## src/rtl/clkgen_cfg_seq.sv

```systemverilog
// clkgen_cfg_seq: table-driven I2C configuration sequencer for clock generators.
// It walks a 256-entry ROM of WRITE / POLL / DELAY / END entries and drives a
// simple I2C master through a valid/ready request and a response strobe.
// Optional feature: define CFG_SEQ_READBACK_EN so that every acked WRITE is
// verified by a read of the same register before the entry counts as done.
module clkgen_cfg_seq #(
    parameter int unsigned POR_CYCLES = 32'd10_000_000,
    parameter int unsigned RETRY_MAX  = 32'd3,
    parameter int unsigned POLL_LIMIT = 32'd255,
    parameter int unsigned POLL_GAP   = 32'd1024
) (
    input  logic        sys_clk,
    input  logic        sys_rst,
    input  logic        start,
    output logic [7:0]  tbl_addr,
    input  logic [31:0] tbl_data,
    output logic        req_valid,
    input  logic        req_ready,
    output logic [6:0]  req_dev,
    output logic        req_rw,
    output logic [7:0]  req_reg,
    output logic [7:0]  req_wdata,
    input  logic        rsp_valid,
    input  logic        rsp_nack,
    input  logic [7:0]  rsp_rdata,
    output logic        busy,
    output logic        cfg_done,
    output logic        cfg_err,
    output logic [7:0]  err_index
);

    typedef enum logic [3:0] {
        ST_IDLE     = 4'd0,
        ST_POR_WAIT = 4'd1,
        ST_FETCH    = 4'd2,
        ST_DECODE   = 4'd3,
        ST_ISSUE    = 4'd4,
        ST_WAIT_RSP = 4'd5,
        ST_GAP      = 4'd6,
        ST_DELAY    = 4'd7,
        ST_DONE     = 4'd8,
        ST_ERROR    = 4'd9
    } state_t;

    localparam logic [1:0] OP_WRITE = 2'b00;
    localparam logic [1:0] OP_POLL  = 2'b01;
    localparam logic [1:0] OP_DELAY = 2'b10;

    // dev_sel bit picks one of the two clock generator parts on the bus
    function automatic logic [6:0] dev_addr(input logic sel);
        return sel ? 7'h70 : 7'h60;
    endfunction

    // a POLL read matches when the masked bits equal the masked expectation
    function automatic logic poll_match(input logic [7:0] rdata,
                                        input logic [7:0] data,
                                        input logic [7:0] mask);
        return (rdata & mask) == (data & mask);
    endfunction

    state_t      state_r;
    logic [31:0] cnt_r;
    logic [31:0] retry_cnt_r;
    logic [31:0] poll_cnt_r;
    logic [1:0]  ent_op_r;
    logic [7:0]  ent_data_r;
    logic [7:0]  ent_mask_r;
    logic [25:0] delay_len_r;
`ifdef CFG_SEQ_READBACK_EN
    logic        rb_phase_r;
`endif

    logic rsp_ok_s;
    logic rsp_fail_s;
    logic poll_miss_s;
    logic wr_ack_s;
    logic por_last_s;
    logic gap_last_s;
    logic delay_last_s;
    logic last_entry_s;
    logic retry_exhausted_s;
    logic poll_exhausted_s;
    logic rsvd_unused_s;

    // reserved entry bits carry no meaning
    assign rsvd_unused_s = ^tbl_data[28:24];

    assign por_last_s        = (cnt_r + 32'd1) >= POR_CYCLES;
    assign gap_last_s        = (cnt_r + 32'd1) >= POLL_GAP;
    assign delay_last_s      = (cnt_r + 32'd1) >= {6'd0, delay_len_r};
    assign last_entry_s      = (tbl_addr == 8'hFF);
    assign retry_exhausted_s = (retry_cnt_r >= RETRY_MAX);
    assign poll_exhausted_s  = (poll_cnt_r >= POLL_LIMIT);

    // classify a completed I2C transaction; responses outside WAIT_RSP are dropped
    always_comb begin
        rsp_ok_s    = 1'b0;
        rsp_fail_s  = 1'b0;
        poll_miss_s = 1'b0;
        wr_ack_s    = 1'b0;
        if ((state_r == ST_WAIT_RSP) && rsp_valid) begin
            if (rsp_nack) begin
                rsp_fail_s = 1'b1;
            end else if (ent_op_r == OP_POLL) begin
                if (poll_match(rsp_rdata, ent_data_r, ent_mask_r)) begin
                    rsp_ok_s = 1'b1;
                end else begin
                    poll_miss_s = 1'b1;
                end
            end else begin
`ifdef CFG_SEQ_READBACK_EN
                if (!rb_phase_r) begin
                    wr_ack_s = 1'b1;
                end else if (rsp_rdata == ent_data_r) begin
                    rsp_ok_s = 1'b1;
                end else begin
                    rsp_fail_s = 1'b1;
                end
`else
                rsp_ok_s = 1'b1;
`endif
            end
        end else begin
            rsp_ok_s = 1'b0;
        end
    end

    // sequencer FSM with all outputs registered
    always_ff @(posedge sys_clk) begin
        if (sys_rst) begin
            state_r     <= ST_POR_WAIT;
            tbl_addr    <= 8'd0;
            req_valid   <= 1'b0;
            req_dev     <= 7'd0;
            req_rw      <= 1'b0;
            req_reg     <= 8'd0;
            req_wdata   <= 8'd0;
            busy        <= 1'b0;
            cfg_done    <= 1'b0;
            cfg_err     <= 1'b0;
            err_index   <= 8'd0;
            cnt_r       <= 32'd0;
            retry_cnt_r <= 32'd0;
            poll_cnt_r  <= 32'd0;
            ent_op_r    <= 2'b00;
            ent_data_r  <= 8'd0;
            ent_mask_r  <= 8'd0;
            delay_len_r <= 26'd0;
`ifdef CFG_SEQ_READBACK_EN
            rb_phase_r  <= 1'b0;
`endif
        end else begin
            case (state_r)
                ST_IDLE: begin
                    // not entered in normal operation; fall back to a fresh power-on wait
                    busy    <= 1'b1;
                    cnt_r   <= 32'd0;
                    state_r <= ST_POR_WAIT;
                end

                ST_POR_WAIT: begin
                    busy <= 1'b1;
                    if (por_last_s) begin
                        cnt_r    <= 32'd0;
                        tbl_addr <= 8'd0;
                        state_r  <= ST_FETCH;
                    end else begin
                        cnt_r <= cnt_r + 32'd1;
                    end
                end

                ST_FETCH: begin
                    // tbl_addr is already on the ROM; its data is ready next cycle
                    state_r <= ST_DECODE;
                end

                ST_DECODE: begin
                    ent_op_r    <= tbl_data[31:30];
                    ent_data_r  <= tbl_data[15:8];
                    ent_mask_r  <= tbl_data[7:0];
                    delay_len_r <= {tbl_data[15:0], 10'd0};
                    req_dev     <= dev_addr(tbl_data[29]);
                    req_reg     <= tbl_data[23:16];
                    req_wdata   <= tbl_data[15:8];
                    case (tbl_data[31:30])
                        OP_WRITE: begin
                            req_rw    <= 1'b0;
                            req_valid <= 1'b1;
                            state_r   <= ST_ISSUE;
                        end
                        OP_POLL: begin
                            req_rw    <= 1'b1;
                            req_valid <= 1'b1;
                            state_r   <= ST_ISSUE;
                        end
                        OP_DELAY: begin
                            if (tbl_data[15:0] == 16'd0) begin
                                retry_cnt_r <= 32'd0;
                                poll_cnt_r  <= 32'd0;
                                if (last_entry_s) begin
                                    busy     <= 1'b0;
                                    cfg_done <= 1'b1;
                                    state_r  <= ST_DONE;
                                end else begin
                                    tbl_addr <= tbl_addr + 8'd1;
                                    state_r  <= ST_FETCH;
                                end
                            end else begin
                                cnt_r   <= 32'd0;
                                state_r <= ST_DELAY;
                            end
                        end
                        default: begin
                            busy     <= 1'b0;
                            cfg_done <= 1'b1;
                            state_r  <= ST_DONE;
                        end
                    endcase
                end

                ST_ISSUE: begin
                    if (req_ready) begin
                        req_valid <= 1'b0;
                        state_r   <= ST_WAIT_RSP;
                    end else begin
                        req_valid <= 1'b1;
                    end
                end

                ST_WAIT_RSP: begin
                    if (rsp_fail_s) begin
                        if (retry_exhausted_s) begin
                            busy      <= 1'b0;
                            cfg_err   <= 1'b1;
                            err_index <= tbl_addr;
                            state_r   <= ST_ERROR;
                        end else begin
                            // a retry always restarts the entry from its first transfer
                            retry_cnt_r <= retry_cnt_r + 32'd1;
                            req_rw      <= (ent_op_r == OP_POLL);
                            req_valid   <= 1'b1;
                            state_r     <= ST_ISSUE;
                        end
`ifdef CFG_SEQ_READBACK_EN
                        rb_phase_r <= 1'b0;
`endif
                    end else if (rsp_ok_s) begin
                        retry_cnt_r <= 32'd0;
                        poll_cnt_r  <= 32'd0;
`ifdef CFG_SEQ_READBACK_EN
                        rb_phase_r  <= 1'b0;
`endif
                        if (last_entry_s) begin
                            busy     <= 1'b0;
                            cfg_done <= 1'b1;
                            state_r  <= ST_DONE;
                        end else begin
                            tbl_addr <= tbl_addr + 8'd1;
                            state_r  <= ST_FETCH;
                        end
                    end else if (poll_miss_s) begin
                        if (poll_exhausted_s) begin
                            busy      <= 1'b0;
                            cfg_err   <= 1'b1;
                            err_index <= tbl_addr;
                            state_r   <= ST_ERROR;
                        end else begin
                            poll_cnt_r <= poll_cnt_r + 32'd1;
                            cnt_r      <= 32'd0;
                            state_r    <= ST_GAP;
                        end
                    end else if (wr_ack_s) begin
`ifdef CFG_SEQ_READBACK_EN
                        rb_phase_r <= 1'b1;
`endif
                        req_rw    <= 1'b1;
                        req_valid <= 1'b1;
                        state_r   <= ST_ISSUE;
                    end else begin
                        req_valid <= 1'b0;
                    end
                end

                ST_GAP: begin
                    if (gap_last_s) begin
                        cnt_r     <= 32'd0;
                        req_valid <= 1'b1;
                        state_r   <= ST_ISSUE;
                    end else begin
                        cnt_r <= cnt_r + 32'd1;
                    end
                end

                ST_DELAY: begin
                    if (delay_last_s) begin
                        cnt_r       <= 32'd0;
                        retry_cnt_r <= 32'd0;
                        poll_cnt_r  <= 32'd0;
                        if (last_entry_s) begin
                            busy     <= 1'b0;
                            cfg_done <= 1'b1;
                            state_r  <= ST_DONE;
                        end else begin
                            tbl_addr <= tbl_addr + 8'd1;
                            state_r  <= ST_FETCH;
                        end
                    end else begin
                        cnt_r <= cnt_r + 32'd1;
                    end
                end

                ST_DONE, ST_ERROR: begin
                    // restart without a power-on wait; statuses stay held until then
                    if (start) begin
                        cfg_done    <= 1'b0;
                        cfg_err     <= 1'b0;
                        err_index   <= 8'd0;
                        tbl_addr    <= 8'd0;
                        retry_cnt_r <= 32'd0;
                        poll_cnt_r  <= 32'd0;
                        cnt_r       <= 32'd0;
                        busy        <= 1'b1;
                        state_r     <= ST_FETCH;
                    end else begin
                        busy <= 1'b0;
                    end
                end

                default: begin
                    req_valid <= 1'b0;
                    busy      <= 1'b0;
                    state_r   <= ST_IDLE;
                end
            endcase
        end
    end

endmodule

```

## config.mk

```make
export PLATFORM = sky130hd
export DESIGN_NAME = clkgen_cfg_seq
export DESIGN_NICKNAME = d
export VERILOG_FILES = /design/src/rtl/clkgen_cfg_seq.sv
export SDC_FILE = /design/constraint.sdc
export NUM_CORES = 1
export LEC_CHECK = 0
export CAP_MARGIN = 30
export CORE_ASPECT_RATIO = 1.2
export CORE_MARGIN = 3
export CORE_UTILIZATION = 30
export CTS_BUF_LIST = sky130_fd_sc_hd__clkbuf_8
export CTS_CLUSTER_DIAMETER = 60
export CTS_CLUSTER_SIZE = 20
export DETAILED_ROUTE_END_ITERATION = 16
export SLEW_MARGIN = 20
export SYNTH_ARGS = -nofsm -noshare
export SYNTH_HDL_FRONTEND = slang
export SYNTH_SLANG_ARGS = --single-unit
```

## constraint.sdc

```tcl
create_clock -name sys_clk -period 6 [get_ports sys_clk]
set_clock_uncertainty 0.2 [all_clocks]
set_input_delay 1.8 -clock sys_clk [delete_from_list [all_inputs] [get_ports sys_clk]]
set_output_delay 1.8 -clock sys_clk [all_outputs]
set_load 0.05 [all_outputs]
```

* Word level (Yosys, flattened, before mapping)
Index checks and enable logic that the tools add are counted.
Cells by class: add/subtract/negate cells 4, $mul 0, divide/modulo/power cells 0, magnitude comparators 5, eq/ne operators 44, shifts and indexed selects 0, multiplexer cells 100, bitwise operators 4, reductions and logical operators 24
Operator list (count):
- two-way mux 32 bit | 20
- case mux 32 bit (4 select lines) | 2
- case mux 32 bit (7 select lines) | 1
- two-way mux 8 bit | 13
- adder 32 x 1 -> 32 bit, second input constant | 3
- two-way mux 4 bit | 12
- case mux 8 bit (5 select lines) | 1
- two-way mux 1 bit | 39
- case mux 4 bit (9 select lines) | 1
- inequality test 2 bit, second input constant | 17
- >= comparator 32 x 11 -> 1 bit, second input constant | 1
- >= comparator 32 x 2 -> 1 bit, second input constant | 1
- >= comparator 32 x 24 -> 1 bit, second input constant | 1
- >= comparator 32 x 26 -> 1 bit | 1
- >= comparator 32 x 8 -> 1 bit, second input constant | 1
- inequality test 3 bit, second input constant | 10
- AND reduction 8 bit | 3
- AND reduction 7 bit | 3
- AND reduction 6 bit | 3
- bitwise AND 8 bit | 2
- equality test 4 x 3 -> 1 bit, second input constant | 4
- logical NOT 16 bit | 1
- case mux 8 bit (2 select lines) | 1
- case mux 1 bit (2 select lines) | 5
- other kinds (27) | 35
Storage, ports and cells: bits in registers 170, latch bits 0, bits in writable memories 0, bits in read-only memories 0, bits of input ports 46, output and inout port bits 44, word-level logic and storage cells 198, memories 0

* Longest topological paths before layout
depth in word-level cells 10, mapped depth 20, mapped depth without buffers 16

* Worst setup path after synthesis
No wires, ideal clock.
kind flip-flop to flip-flop, from reg cnt_r[1], to reg tbl_addr[0], setup time 70 ps, data arrival time 4434 ps, required time 5730 ps, setup slack 1296 ps, stages on the path, launching flop included 18, path buffers 1, period minus slack after synthesis 4704 ps, cell sequence dfxtp_1 > ha_1 > and3_1 > nand2_1 > nor3_1 > nor2b_1 > or2_2 > ha_1 > nand4_1 > or4_1 > or4b_4 > a2111oi_4 > o21ai_1 > a21o_1 > and2_4 > buf_6 > or4_1 > a21oi_1
Between the ends: word-level cells in the longest chain between the ends 4, elaborated cells on any way between the ends 6, classes of those cells add/sub: 1; order compare: 2; eq/ne: 2; reduce/logical: 1
RTL lines:
- from (decl) | RTL line 62 | logic [31:0] cnt_r;
- from (signal assigned) | RTL line 168 | cnt_r <= cnt_r + 32'd1;
- from (signal assigned) | RTL line 290 | cnt_r <= cnt_r + 32'd1;
- from (signal assigned) | RTL line 308 | cnt_r <= cnt_r + 32'd1;
- adder 32 x 1 -> 32 bit (*) | RTL line 88, 90
- >= comparator 32 x 26 -> 1 bit or >= comparator 32 x 24 -> 1 bit (tied branches) | RTL line 90, 88
- inequality test 2 bit (no line)
- AND reduction 8 bit (no line) (*)
- to (signal assigned) | RTL line 205 | tbl_addr <= tbl_addr + 8'd1;
- to (signal assigned) | RTL line 258 | tbl_addr <= tbl_addr + 8'd1;
- to (signal assigned) | RTL line 304 | tbl_addr <= tbl_addr + 8'd1;
- to (decl) | RTL line 15 | output logic [7:0] tbl_addr,
Every way passes the cells marked *; elsewhere a longest branch is shown, timed or not. A chain may end at the register's enable or synchronous reset.

* Final worst setup path
Ends and elaborated chain as after synthesis.

==> results.md <==
Min path:
- The worst hold path terminates at req_reg[3].
- The worst min-delay path startpoint is req_reg[3].
- The worst hold path was traced through 2 stages.
- The class of the most critical hold timing path is reg2reg.

Finish:
- The net count of the finished layout is 1148.
- In the final layout, the registers with the most flip-flops are cnt_r: 32 flops, poll_cnt_r: 32 flops, retry_cnt_r: 32 flops.
- Counting the fill cells in the layout gives 2826.
- Cells with a size suffix above 1 make up 8.037% of the layout.
- Compared with the post-synthesis result, the final layout area differs by 16.86%.
- The number of diodes added for antenna fixing is 0.

Route:
- The post-detailed-route count of antenna-violating nets is 0.
- The first TritonRoute pass finished after 7 iterations.
- The highest routed metal layer is met4.
- Wire segments on met3 add up to a little under 1000 um in the final route.
- The via density per instance is 5.467.
- The detailed router finished its first iteration with 459 violations.
- The routed design has 23510 um of wire.
- The post-detailed-route wirelength per cell is 16.38 um.
- The routed via count is 7845.
- After detailed routing, the met2 layer carries 11700 um of wire.
- In the final routing, the length of wire on met1 measures 10120 um.
- In the routed design, unresolved DRC markers number 0.

Timing:
- The sum of negative setup slack is 0 ps.
- Setup repair after global routing left no endpoint under its margin.
- The worst-case setup margin in the final layout is 644.0 ps.
- The peak clock frequency supported by timing is 186.7 MHz.
- The smallest clock period supported by the final layout is computed as 5356 ps.
- The final setup violation count is 0.
- The final hold violation count is 0.
- Dividing the final minimum period by the clock period gives approximately nine tenths.
- The number of max-slew violations in the final report is 0.
- The actual slew at the worst max-slew pin is around 900 ps.
- The normalized max-slew margin is between 30% and 40%.

Yosys:
- The post-synthesis area per instance is 8.074 um2.
- The post-synthesis cell count is a little over 1000.
- The share of flip-flops with an asynchronous set or reset after synthesis is 0%.
- The area of the mapped netlist is around 8300 um2.
- The area share of fa/ha/maj cells after synthesis is 3.000%.
- The largest family of logic cells by synthesized area is simple AND/OR/NAND/NOR gates.
- The sequential share of the synthesized area is a little over a third.
- Synthesis inferred ~150 register bits.
- The synthesized netlist devotes 19.91% of its cell area to compound gates.
- After Yosys synthesis, XOR and XNOR cells account for 2.925% of the synthesized area.
- The mux cell area share after synthesis is 0.3750%.
- The synthesized design contains 0 enable-type register cells.
- In this run, distinct cell masters in the synthesized netlist total 79.
- The count of yosys warnings during synthesis is 0.
- The most used flip-flop cell after synthesis is sky130_fd_sc_hd__dfxtp_1.
- After Yosys synthesis, and, or, nand and nor cells account for 31.71% of the synthesized area.

Pwr:
- The total power per unit cell area is 299.5 nW/um2.
- The total leakage power is between 0.003 and 0.004 uW.
- The post-layout total power is 2919 uW.
- Across the VDD grid, the largest voltage drop is 0.1206 mV.

GRT:
- The global-route wire length before repair is 38720 um.
- In the global route stage, overall resource usage came out at 15.85%.
- The number of global-route vias before repair came to 7513.
- The total overflow left after global routing is 0.
- Entering global routing, the biggest net connects between 70 and 80 pins.
- The initial antenna violation count was 0.

Floorplan:
- The core box area is 27250 um2.
- The floorplan step defined a die boundary enclosing between 20000 and 30000 um2.
- The initial core utilization is 30.61%.
- The die span in y is 188.7 um.
- The die span in x is 158.2 um.
- The I/O pin count is 90.
- The standard-cell row count is 66.

CTS:
- The CTS buffer count is 17.
- The number of levels in the clock H-tree is 4.
- For this design, the sink count on the clock tree is 149.
- After clock tree synthesis, the clock-pin slew on the worst setup and hold paths is about 90 ps.
- The post-CTS repair timing setup buffer count is 0.
- The number of hold buffers added after CTS is 0.
- In this run the clock root is driven by a sky130_fd_sc_hd__clkbuf_8.
- The number of gates resized after CTS was 0.
- The clock latency of the later-clocked register in the worst-skew pair is 470 ps.
- The buffer depth of the longest clock path is 2.
- TritonCTS built the clock tree.

Critical path:
- Setup slack on the worst reg-to-reg path comes out at 640 ps.
- Data on the critical path arrives at its endpoint at approximately 5500 ps.
- The startpoint identified for the worst register-to-register timing path is cnt_r[1].
- The startpoint type of the worst setup path is a flip-flop.
- The critical path required time is 6160 ps.
- The critical path is of the reg2reg type.
- The number of cells on the worst reg-to-reg path is 16.
- The endpoint identified for the worst register-to-register timing path is tbl_addr[0].
- The maximum fanout along the worst path is 17.
- The worst setup path is captured at a flip-flop.

Placed design:
- The post-DP HPWL is 17170 um.
- The setup slack at placement is 669.1 ps.
- In this run the tool buffered the top-level ports with 80 buffer cells.
- The congestion estimate from routability-driven global placement came to 0.8777.

Outcome:
- The flow ran to the end, and the final reports show no timing, DRC or antenna violations.

Job:
- Max-cap violations in this run came to 0.
layer usage:
layer / vias to the layer above / global-route usage (%)
met5: - / 0
met4: 0 / 6.521
met3: 45 / 2.918
met2: 191 / 26.97
met1: 3728 / 19.51
li1: 3881 / -
cells by family (layout without fill, tap and decap cells):
family / after synthesis / count (layout)
compound gates: 241 / 241
buf+inv: 109 / 168
flops: 149 / 149
simple gates: 483 / 483
fa+ha+maj: 20 / 20
other cells: 1 / 4
mux: 3 / 3
xor+xnor: 27 / 27
worst max-delay path by stage:
| stage | from | endpoint | slack, ps | cells after the start |
|---|---|---|---|---|
| after global routing | cnt_r[1] | retry_cnt_r[31] | 330 | 15 |
| after global placement | tbl_data[2] | poll_cnt_r[5] | 560 | 8 |
| after CTS | cnt_r[1] | retry_cnt_r[22] | 630 | 14 |
| after detailed placement | cnt_r[13] | retry_cnt_r[22] | 670 | 13 |
| final | cnt_r[1] | tbl_addr[0] | 640 | 16 |
| after floorplan | cnt_r[1] | tbl_addr[0] | 1300 | 17 |
area by class of cell:
cell class | instances | area (um2) | share of cell area [%]
multi-input cells | 778 | 4853 | 49.79
clock buffers | 18 | 247.7 | 2.542
flip-flops and latches | 149 | 2983 | 30.60
clock inverters | 14 | 116.4 | 1.194
inverters | 30 | 112.6 | 1.155
repair buffers | 106 | 1008 | 10.35
well taps | 340 | 425.4 | 4.365
synth_stat cells, types with 16 or more instances:
master,n,area share (%)
sky130_fd_sc_hd__inv_1,30,1.4
sky130_fd_sc_hd__buf_4,17,1.5
sky130_fd_sc_hd__nand2_1,132,5.9
sky130_fd_sc_hd__clkbuf_1,37,1.7
sky130_fd_sc_hd__a21oi_1,65,3.9
sky130_fd_sc_hd__nor4_1,35,2.6
sky130_fd_sc_hd__and3_1,34,2.6
sky130_fd_sc_hd__o21a_1,32,2.9
sky130_fd_sc_hd__o21ai_0,22,1.3
sky130_fd_sc_hd__nand2b_1,22,1.7
sky130_fd_sc_hd__nand4_1,26,2.0
sky130_fd_sc_hd__buf_2,16,0.96
sky130_fd_sc_hd__ha_1,20,3.0
sky130_fd_sc_hd__dfxtp_1,149,36
sky130_fd_sc_hd__nand3_1,43,2.6
sky130_fd_sc_hd__nor2_1,55,2.5
sky130_fd_sc_hd__nor3b_1,24,2.2
sky130_fd_sc_hd__nor3_1,37,2.2
layout by cell type (no fill, tap or decap), types with 24 or more instances in the layout:
| cell | count |
|---|---|
| sky130_fd_sc_hd__clkdlybuf4s50_1 | 79 |
| sky130_fd_sc_hd__nor3_1 | 37 |
| sky130_fd_sc_hd__nand3_1 | 43 |
| sky130_fd_sc_hd__buf_4 | 25 |
| sky130_fd_sc_hd__nand2_1 | 132 |
| sky130_fd_sc_hd__inv_1 | 30 |
| sky130_fd_sc_hd__nand4_1 | 26 |
| sky130_fd_sc_hd__a21oi_1 | 65 |
| sky130_fd_sc_hd__nor3b_1 | 24 |
| sky130_fd_sc_hd__nor2_1 | 54 |
| sky130_fd_sc_hd__o21a_1 | 32 |
| sky130_fd_sc_hd__dfxtp_1 | 149 |
| sky130_fd_sc_hd__nor4_1 | 35 |
| sky130_fd_sc_hd__and3_1 | 34 |
through the flow:
stage / area (um2) / hold WS [ps] / utilization (%) / instances
after global placement: 9345 / 241.7 / 34.29 / 1400
after global routing: 9747 / 276.2 / 35.77 / 1435
after detailed placement: 9368 / 248.9 / 34.38 / 1402
final: 9747 / 259.4 / 35.77 / 1435
after floorplan: 8352 / 231.2 / - / 1036
after CTS: 9732 / 262.4 / 35.71 / 1434
critical path, stage by stage (launching register included):
cell                        delay [ps]
sky130_fd_sc_hd__dfxtp_1           480
sky130_fd_sc_hd__ha_1              330
sky130_fd_sc_hd__and3_1            270
sky130_fd_sc_hd__nand2_1           230
sky130_fd_sc_hd__buf_4             230
sky130_fd_sc_hd__o21a_1            210
sky130_fd_sc_hd__or2_2             340
sky130_fd_sc_hd__ha_1              330
sky130_fd_sc_hd__nand2_1            50
sky130_fd_sc_hd__or4_1             510
sky130_fd_sc_hd__or4b_4            510
sky130_fd_sc_hd__a2111oi_4         380
sky130_fd_sc_hd__o21ai_1            90
sky130_fd_sc_hd__a21o_1            210
sky130_fd_sc_hd__and2_4            210
sky130_fd_sc_hd__or4_1             510
sky130_fd_sc_hd__a21oi_1           140
report_power, final:
part           switching (uW)  internal (uW)
Combinational             697            351
Sequential               79.6           1050
Clock                     435            308
Total                    1210           1710
No activity file was read; power rests on OpenSTA's default activity.
